===== config.mk =====
export PLATFORM = sky130hd
export DESIGN_NAME = uart_string_recv
export DESIGN_NICKNAME = d
export VERILOG_FILES = /design/src/rtl/uart_string_recv.sv
export SDC_FILE = /design/constraint.sdc
export NUM_CORES = 1
export LEC_CHECK = 0
export ABC_CLOCK_PERIOD_IN_PS = 1500
export CAP_MARGIN = 15
export CORE_AREA = 2 2 39 41
export CTS_CLUSTER_DIAMETER = 200
export DETAILED_ROUTE_END_ITERATION = 8
export DIE_AREA = 0 0 41 43
export GPL_TIMING_DRIVEN = 0
export HOLD_SLACK_MARGIN = 0.12
export PLACE_DENSITY = 0.83
export SYNTH_ARGS = -nofsm -noshare
export SYNTH_HDL_FRONTEND = slang
export SYNTH_SLANG_ARGS = --single-unit

===== constraint.sdc =====
create_clock -name clk -period 1.5 [get_ports clk]
set_input_delay 0.3 -clock clk [delete_from_list [all_inputs] [get_ports clk]]
set_output_delay 0.3 -clock clk [all_outputs]
set_load 0.005 [all_outputs]

===== src/rtl/uart_string_recv.sv =====
// uart_string_recv: assembles byte_num UART bytes (first byte in the MSB) into one word.
// Define UART_STRING_RECV_TIMEOUT_EN to build the inter-byte timeout that discards partial strings.
module uart_string_recv #(
  parameter int byte_num       = 1,
  parameter int timeout_cycles = 100000
) (
  input  logic                          clk,
  input  logic                          rst,
  input  logic [7:0]                    uart_data,
  input  logic                          uart_rx_done,
  output logic [byte_num*8-1:0]         string_out,
  output logic                          string_valid,
  output logic                          idle_flag,
  output logic [$clog2(byte_num+1)-1:0] byte_cnt,
  output logic                          timeout_err
);
  localparam int W  = byte_num * 8;
  localparam int CW = $clog2(byte_num + 1);
  typedef enum logic {IDLE, RECV} state_t;
  state_t state, state_d;
  logic rx_d, capture, done, expire;
  logic [W-1:0] shift, nxt;
  assign capture   = uart_rx_done && !rx_d;
  assign done      = capture && byte_cnt == CW'(byte_num - 1);
  assign nxt       = state == IDLE ? W'(uart_data) : (shift << 8) | W'(uart_data);
  assign idle_flag = state == IDLE;
`ifdef UART_STRING_RECV_TIMEOUT_EN
  localparam int TW = $clog2(timeout_cycles + 1);
  logic [TW-1:0] tcnt;
  // a capture on the expiry edge wins, so expiry is masked by capture
  assign expire = state == RECV && !capture && tcnt == TW'(timeout_cycles - 1);
  always_ff @(posedge clk or posedge rst)
    if (rst) tcnt <= '0;
    else tcnt <= (capture || expire || state == IDLE) ? '0 : tcnt + TW'(1);
`else
  // timeout_cycles is meaningless without the counter; expire is constant 0
  assign expire = timeout_cycles < 0;
`endif
  always_comb begin
    state_d = capture ? (done ? IDLE : RECV) : (expire ? IDLE : state);
  end
  always_ff @(posedge clk or posedge rst) begin
    if (rst) begin
      state        <= IDLE;
      rx_d         <= 1'b0;
      shift        <= '0;
      string_out   <= '0;
      string_valid <= 1'b0;
      timeout_err  <= 1'b0;
      byte_cnt     <= '0;
    end else begin
      state        <= state_d;
      rx_d         <= uart_rx_done;
      string_valid <= done;
      timeout_err  <= expire;
      if (capture) begin
        shift    <= nxt;
        byte_cnt <= done ? '0 : byte_cnt + CW'(1);
      end else if (expire) begin
        byte_cnt <= '0;
      end
      if (done) string_out <= nxt;
    end
  end
endmodule


* After elaboration in Yosys (flattened, before gate mapping)
Cells that the tools add are included.
Operators by class: muxes and demuxes 2, reduce and logical (&&, ||, !) cells 3, bitwise logic cells 2, add/subtract/negate cells 1
Operators with widths (number):
- logical AND 1 bit | 2
- 2-to-1 mux 1 bit | 2
- inverter 1 bit | 2
- adder 1 bit (second input constant) | 1
- logical NOT 1 bit | 1
Storage, ports and cells: register bits after elaboration 12, input bits 11, logic and storage cells 13

* Longest topological paths before layout
Gate-level depths: netlist of the first run.
word-level depth 4, depth in mapped cells 3, mapped depth without buffers 2

* Least setup slack after synthesis of the first run
Ideal clock, no wire load.
kind reg-to-reg, start point reg byte_cnt, end point reg string_out[0], clock period less this slack 1156 ps, stages on the path, launching flop included 4, arrival 1031 ps, buffers on the path 1, path slack 344 ps, data required time 1375 ps, path through dfrtp_1 nor3b_2 buf_6 mux2_4
On the way: longest elaborated chain between the ends 2
Ends and longest elaborated chain:
- from (decl) | RTL line 14 | output logic [$clog2(byte_num+1)-1:0] byte_cnt,
- from (signal assigned) | RTL line 58 | byte_cnt <= done ? '0 : byte_cnt + CW'(1);
- inverter 1 bit | RTL line 24 | assign done = capture && byte_cnt == CW'(byte_num - 1);
- logical AND 1 bit | RTL line 24
- net done | RTL line 21 | logic rx_d, capture, done, expire;
- to (signal assigned) | RTL line 62 | if (done) string_out <= nxt;
- to (decl) | RTL line 11 | output logic [byte_num*8-1:0] string_out,
The timed path passes the listed nets, and every way through them passes these cells. A chain may end at the register's enable or synchronous reset.

* Worst setup path after layout of the first run
start point reg string_out[6], end point out string_out[6]
No word-level cell between the ends.

==> flow_summary_export.csv, run 1 <==
group,metric,value,unit
detailed_routing,wl_per_cell,11.5,µm
power_and_ir_drop,peakVddDrop,0.673,mV
die,die_h,43,µm
run_status,outcome,"finished clean",
logic_synthesis,synth.area.top_cells,"dfrtp_1, mux2_4, nor3b_2",
timing,hold_viol_final,0,
setup_path,path_class,"flip-flop to output port",
global_routing,grt_max_degree,13,
timing,fmax,706,MHz
setup_path,crit_family,"buffers and inverters",
detailed_routing,avgViaCountPerCell,4.31,
die,rows,14,
timing,final.setup.tns,0,ns
clock_network,root_buffer,"clkbuf_4",
placed_design,numPortBuffers,21,
setup_path,slowest_stage,"clkdlybuf4s50_1",
die,io_pins,23,
logic_synthesis,avgSynthCellArea,16.8,µm²
logic_synthesis,synth_compound_area_share,0,%
logic_synthesis,synth_top_area_cell,"dfrtp_1",
die,die_area,1760,µm²
logic_synthesis,synth_cell_types,10,
logic_synthesis,ys_seq_area_share,61.7,%
clock_network,path_clk_slew,0.07,ns
power_and_ir_drop,p_per_area,1040,nW/µm²
cells_and_area,nets,66,
global_routing,antenna_found_initial,0,
logic_synthesis,syn-instance-count,29,
placed_design,dp.cells,66,
clock_network,htree_levels,1,
logic_synthesis,synth_top_area_share,61.7,%
logic_synthesis,ys_warn_count,0,
clock_network,post-cts-setup-buffers,0,
cells_and_area,layout.cells.non_filler,70,
detailed_routing,drc_errors,0,
global_routing,grt.overflow.total,0,
cells_and_area,drive_gt1_share,27.8,%
hold_path,hp-class,"input port to asynchronous set/reset pin",
detailed_routing,final_antenna_net_count,0,
logic_synthesis,synthAdderAreaFrac,0,%
setup_path,cp.required,1.20,ns
die,die_x,41,µm
setup_path,cp_max_fo,2,
timing,whs,0.323,ns
detailed_routing,drt-initial-drc-count,2,
timing,rsz0062_at_grt,"no",
global_routing,grt_usage,11.5,%
logic_synthesis,synth_top_family_by_area,"multiplexers",
detailed_routing,drtPass1Iterations,2,
clock_network,clk_latency,0.26,ns
setup_path,slowest_delay,0.50,ns
cells_and_area,antenna_cells,0,
detailed_routing,via_count,302,
timing,period_minus_slack,1.42,ns
die,core_area,1380,µm²
setup_path,arrival,1.12,ns
detailed_routing,wirelength,806,µm
setup_path,start_kind,"flip-flop",
timing,drv_slew,0,
logic_synthesis,synth-xor-area-share,0,%
cells_and_area,area_delta_synth_final,55.0,%
timing,final-setup-viol-count,0,
setup_path,crit_chain,"clkdlybuf4s50_1",
logic_synthesis,synthSimpleGateAreaFrac,5.14,%
die,start_util,35.2,%
cells_and_area,nFillCells,124,
global_routing,grt_first_pass_wirelength,1310,µm
timing,fin_crit_sh,94.5,%
clock_network,cts_sinks,12,
logic_synthesis,synth.cell_area,487,µm²
job,timing.max_cap.violations,0,
setup_path,worstSetupEndpointType,"output port",
global_routing,grt_pass1_vias,313,
clock_network,hold_buffers,0,
timing,clock_skew,0.00110,ns
clock_network,cts_buffer_depth,2,
clock_network,cts_tree,"yes",
logic_synthesis,synthMuxAreaShare,27.0,%
setup_path,path_buf_inv,1,
clock_network,cts-buffers-inserted,3,
cells_and_area,final_cell_mix,"clkdlybuf4s50_1, dfrtp_1, mux2_4",
logic_synthesis,synth_nets,40,
placed_design,gp_congestion,0.539,
cells_and_area,final_common_cell,"clkdlybuf4s50_1",
power_and_ir_drop,p_leak,0.362,nW
logic_synthesis,ys_seq_elements,12,
-- power breakdown --
part	switching, mW	total (mW)	internal (mW)
Sequential	0.0171	0.375	0.358
Clock	0.0961	0.243	0.147
Combinational	0.0424	0.170	0.127
-- worst paths after layout --
kind                                           start                         to  slack, ns  depth (start not counted)
min reg2reg                        state$_DFFE_PP0P_          state$_DFFE_PP0P_       0.50                          1
max                        string_out[6]$_DFFE_PP0P_              string_out[6]       0.08                          1
max in group asynchronous                        rst          state$_DFFE_PP0P_       0.88                          2
max reg2reg                           rx_d$_DFF_PP0_  string_out[1]$_DFFE_PP0P_       0.29                          3
min                                              rst  string_out[2]$_DFFE_PP0P_       0.32                          2
min in group clk                   state$_DFFE_PP0P_          state$_DFFE_PP0P_       0.50                          1
-- cell usage after synthesis, drive strengths merged --
cell,number
dfrtp,12
mux2,9
buf,2
inv,2
and2,1
conb,1
nand2b,1
nor3b,1
-- routing by layer --
layer  routed length (µm)  track usage, %  vias up
met5                    0               0        -
met4                    0            4.00        0
met3                   49            7.85        0
met2                  368            15.6       12
met1                  387            14.0      147
li1                     -               -      143
-- logic make-up (layout without fill, tap and decap cells) --
| kind of cell | Yosys count | count (layout) |
|---|---|---|
| flops | 12 | 12 |
| mux | 9 | 9 |
| buf+inv | 4 | 29 |
| simple gates | 3 | 3 |
| other cells | 1 | 1 |
-- flip-flops by register name, summed over array words and instances (netlist names) --
| name | flops |
|---|---|
| state | 1 |
| string_out | 8 |
| byte_cnt | 1 |
| rx_d | 1 |
| string_valid | 1 |
-- per-stage QoR --
step / setup slack, ns / util, % / instance area (µm²) / power (mW)
CTS: 0.00388 / 54.3 / 752 / 0.804
global route: 0.0245 / 54.5 / 754 / 0.837
finish: 0.0832 / 54.5 / 754 / 0.788
global placement: -0.100 / 51.8 / 717 / 0.550
floorplan: 0.344 / - / 487 / 0.452
detailed placement: -0.132 / 51.8 / 717 / 0.553
-- what timing repair did --
action                     4_1_cts  5_1_grt
cloned                           0        0
resized for setup                1        1
setup endpoints to repair        1        1
-- layout make-up --
| class | instances | area [µm²] | area share [%] |
|---|---|---|---|
| well taps | 16 | 20.0 | 2.65 |
| flip-flops and latches | 12 | 300 | 39.8 |
| multi-input cells | 13 | 160 | 21.2 |
| plain buffers | 2 | 18.8 | 2.49 |
| repair buffers | 21 | 211 | 28.0 |
| clock buffers | 4 | 36.3 | 4.81 |
| inverters | 2 | 7.51 | 0.995 |
No activity file was read; power rests on OpenSTA's default activity.
==> run 2: changes to the inputs <==
- SLEW_MARGIN: not set -> 20
==> results of run 2 <==
No change in the layout: final DEF, timing and power equal those of run 1.
==> run 3: changes to the inputs <==
- CAP_MARGIN: 15 -> not set
- GPL_TIMING_DRIVEN: 0 -> 1
- SLEW_MARGIN: 20 -> 10
==> run 3 against run 2 <==
  * Via count increased by 0.33%
  * Flip-flop and latch count unchanged
  * Die area unchanged
  * First-iteration DRC count increased to 3.0 times the previous value
  * Sequential power about the same
  * Register-to-register slack about the same
  * Count of clock-buffer cells in the layout unchanged
  * Critical path depth unchanged
  * Critical path type unchanged
  * Largest cell class unchanged
==> flow_summary_export.csv, run 3 (synthesis gave the netlist of run 1 again) <==
group,metric,value,unit
run_status,outcome,"finished clean",
setup_path,worstSetupEndpointType,"output port",
clock_network,cts_tree,"yes",
clock_network,root_buffer,"clkbuf_4",
setup_path,reg2reg_from,"byte_cnt$_DFFE_PP0P_",
hold_path,hp-class,"input port to asynchronous set/reset pin",
power_and_ir_drop,combPwrFrac,22.1,%
timing,period_minus_slack,1.43,ns
die,core_area,1380,µm²
timing,hold_viol_final,0,
setup_path,crit_chain,"clkdlybuf4s50_1",
global_routing,grt_pass1_vias,300,
clock_network,clk_latency,0.27,ns
timing,rsz0062_at_grt,"no",
power_and_ir_drop,p_per_area,1050,nW/µm²
die,start_util,35.2,%
timing,final.setup.tns,0,ns
detailed_routing,final_antenna_net_count,0,
power_and_ir_drop,power,0.806,mW
cells_and_area,seq_area,300,µm²
placed_design,numPortBuffers,21,
setup_path,path_class,"flip-flop to output port",
detailed_routing,avgViaCountPerCell,4.21,
global_routing,antenna_found_initial,0,
detailed_routing,drtPass1Iterations,2,
power_and_ir_drop,netSwitchingFraction,20.8,%
power_and_ir_drop,p_leak,0.372,nW
setup_path,arrival,1.13,ns
detailed_routing,drt-initial-drc-count,6,
detailed_routing,wirelength,874,µm
global_routing,grt_usage,12.9,%
placed_design,gp_congestion,0.606,
die,die_area,1760,µm²
power_and_ir_drop,p_switching,0.168,mW
die,rows,14,
power_and_ir_drop,seq_power_share,46.5,%
timing,clock_skew,0.00722,ns
setup_path,path_buf_inv,1,
timing,final-setup-viol-count,0,
setup_path,slowest_delay,0.51,ns
die,die_h,43,µm
detailed_routing,wl_per_cell,12.1,µm
cells_and_area,final_common_cell,"clkdlybuf4s50_1",
cells_and_area,area_delta_synth_final,58.1,%
power_and_ir_drop,peakVddDrop,0.694,mV
job,timing.max_cap.violations,0,
setup_path,crit_family,"buffers and inverters",
setup_path,cp_max_fo,2,
global_routing,grt.overflow.total,0,
setup_path,start_kind,"flip-flop",
cells_and_area,largest_reg_flops,8,
power_and_ir_drop,pwr-share-clk,31.4,%
detailed_routing,drc_errors,0,
die,io_pins,23,
cells_and_area,nets,68,
clock_network,path_clk_slew,0.08,ns
clock_network,cts_sinks,12,
cells_and_area,antenna_cells,0,
placed_design,dp_hpwl,643,µm
clock_network,cts-buffers-inserted,3,
timing,drv_slew,0,
die,die_x,41,µm
timing,fin_crit_sh,95.3,%
setup_path,startpoint,"string_out[5]$_DFFE_PP0P_",
cells_and_area,multiInputGateArea,160,µm²
global_routing,grt_max_degree,13,
clock_network,cts_buffer_depth,2,
cells_and_area,final_cell_mix,"clkdlybuf4s50_1, dfrtp_1, mux2_4",
cells_and_area,nFillCells,126,
detailed_routing,via_count,303,
timing,fmax,699,MHz
power_and_ir_drop,p_int,0.638,mW
clock_network,htree_levels,1,
setup_path,cp.required,1.20,ns
cells_and_area,drive_gt1_share,30.4,%
global_routing,grt_first_pass_wirelength,1510,µm
setup_path,slowest_stage,"clkdlybuf4s50_1",
cells_and_area,regMostFlops,"string_out",
-- run 3: timing repair --
item,in CTS,in global routing
setup endpoints to repair,0,3
setup buffers,0,1
gates resized for setup,0,2
hold buffers,0,0
-- run 3: power by group through the flow --
stage	registers, mW	logic, mW	clock network (mW)
after detailed placement	0.382	0.173	0
final	0.375	0.178	0.253
after CTS	0.376	0.174	0.257
after global placement	0.382	0.170	0
after global routing	0.381	0.192	0.288
after floorplan	0.384	0.0674	0
-- run 3: path summary, 6_finish.rpt --
path | endpoint | slack (ns) | cells after the start
worst max-delay path | string_out[5] | 0.07 | 1
worst min-delay path | string_out[0]$_DFFE_PP0P_ | 0.33 | 2
worst max register to register | string_out[4]$_DFFE_PP0P_ | 0.30 | 3
worst min register to register | state$_DFFE_PP0P_ | 0.50 | 1
max in group asynchronous | state$_DFFE_PP0P_ | 0.86 | 2
min in group clk | state$_DFFE_PP0P_ | 0.50 | 1
-- run 3: area by class of cell --
type                       count  share of cell area [%]
tap                           16                    2.60
clock buffer                   4                    4.72
timing repair buffer          25                    31.9
multi-input combinational     13                    20.8
sequential                    12                    39.0
inverter                       2                   0.976
-- run 3: per-layer routing --
metal / wire length (µm) / vias to the layer above / global-route usage [%] / part of all wire, %
met2: 389 / 12 / 16.9 / 45
met3: 73 / 0 / 3.14 / 8.4
met4: 0 / 0 / 6.00 / 0
li1: - / 146 / - / -
met5: 0 / - / 0 / 0
met1: 412 / 145 / 19.4 / 47
-- run 3: metrics by stage --
step	cells	setup slack, ns	utilization (%)	hold slack, ns	area, µm²
floorplan	29	0.344	-	0.165	487
global placement	67	-0.0777	52.1	0.477	721
detailed placement	67	-0.0844	52.1	0.486	721
CTS	71	0.00955	54.7	0.342	757
global route	72	0.0111	55.6	0.390	769
finish	72	0.0699	55.6	0.332	769
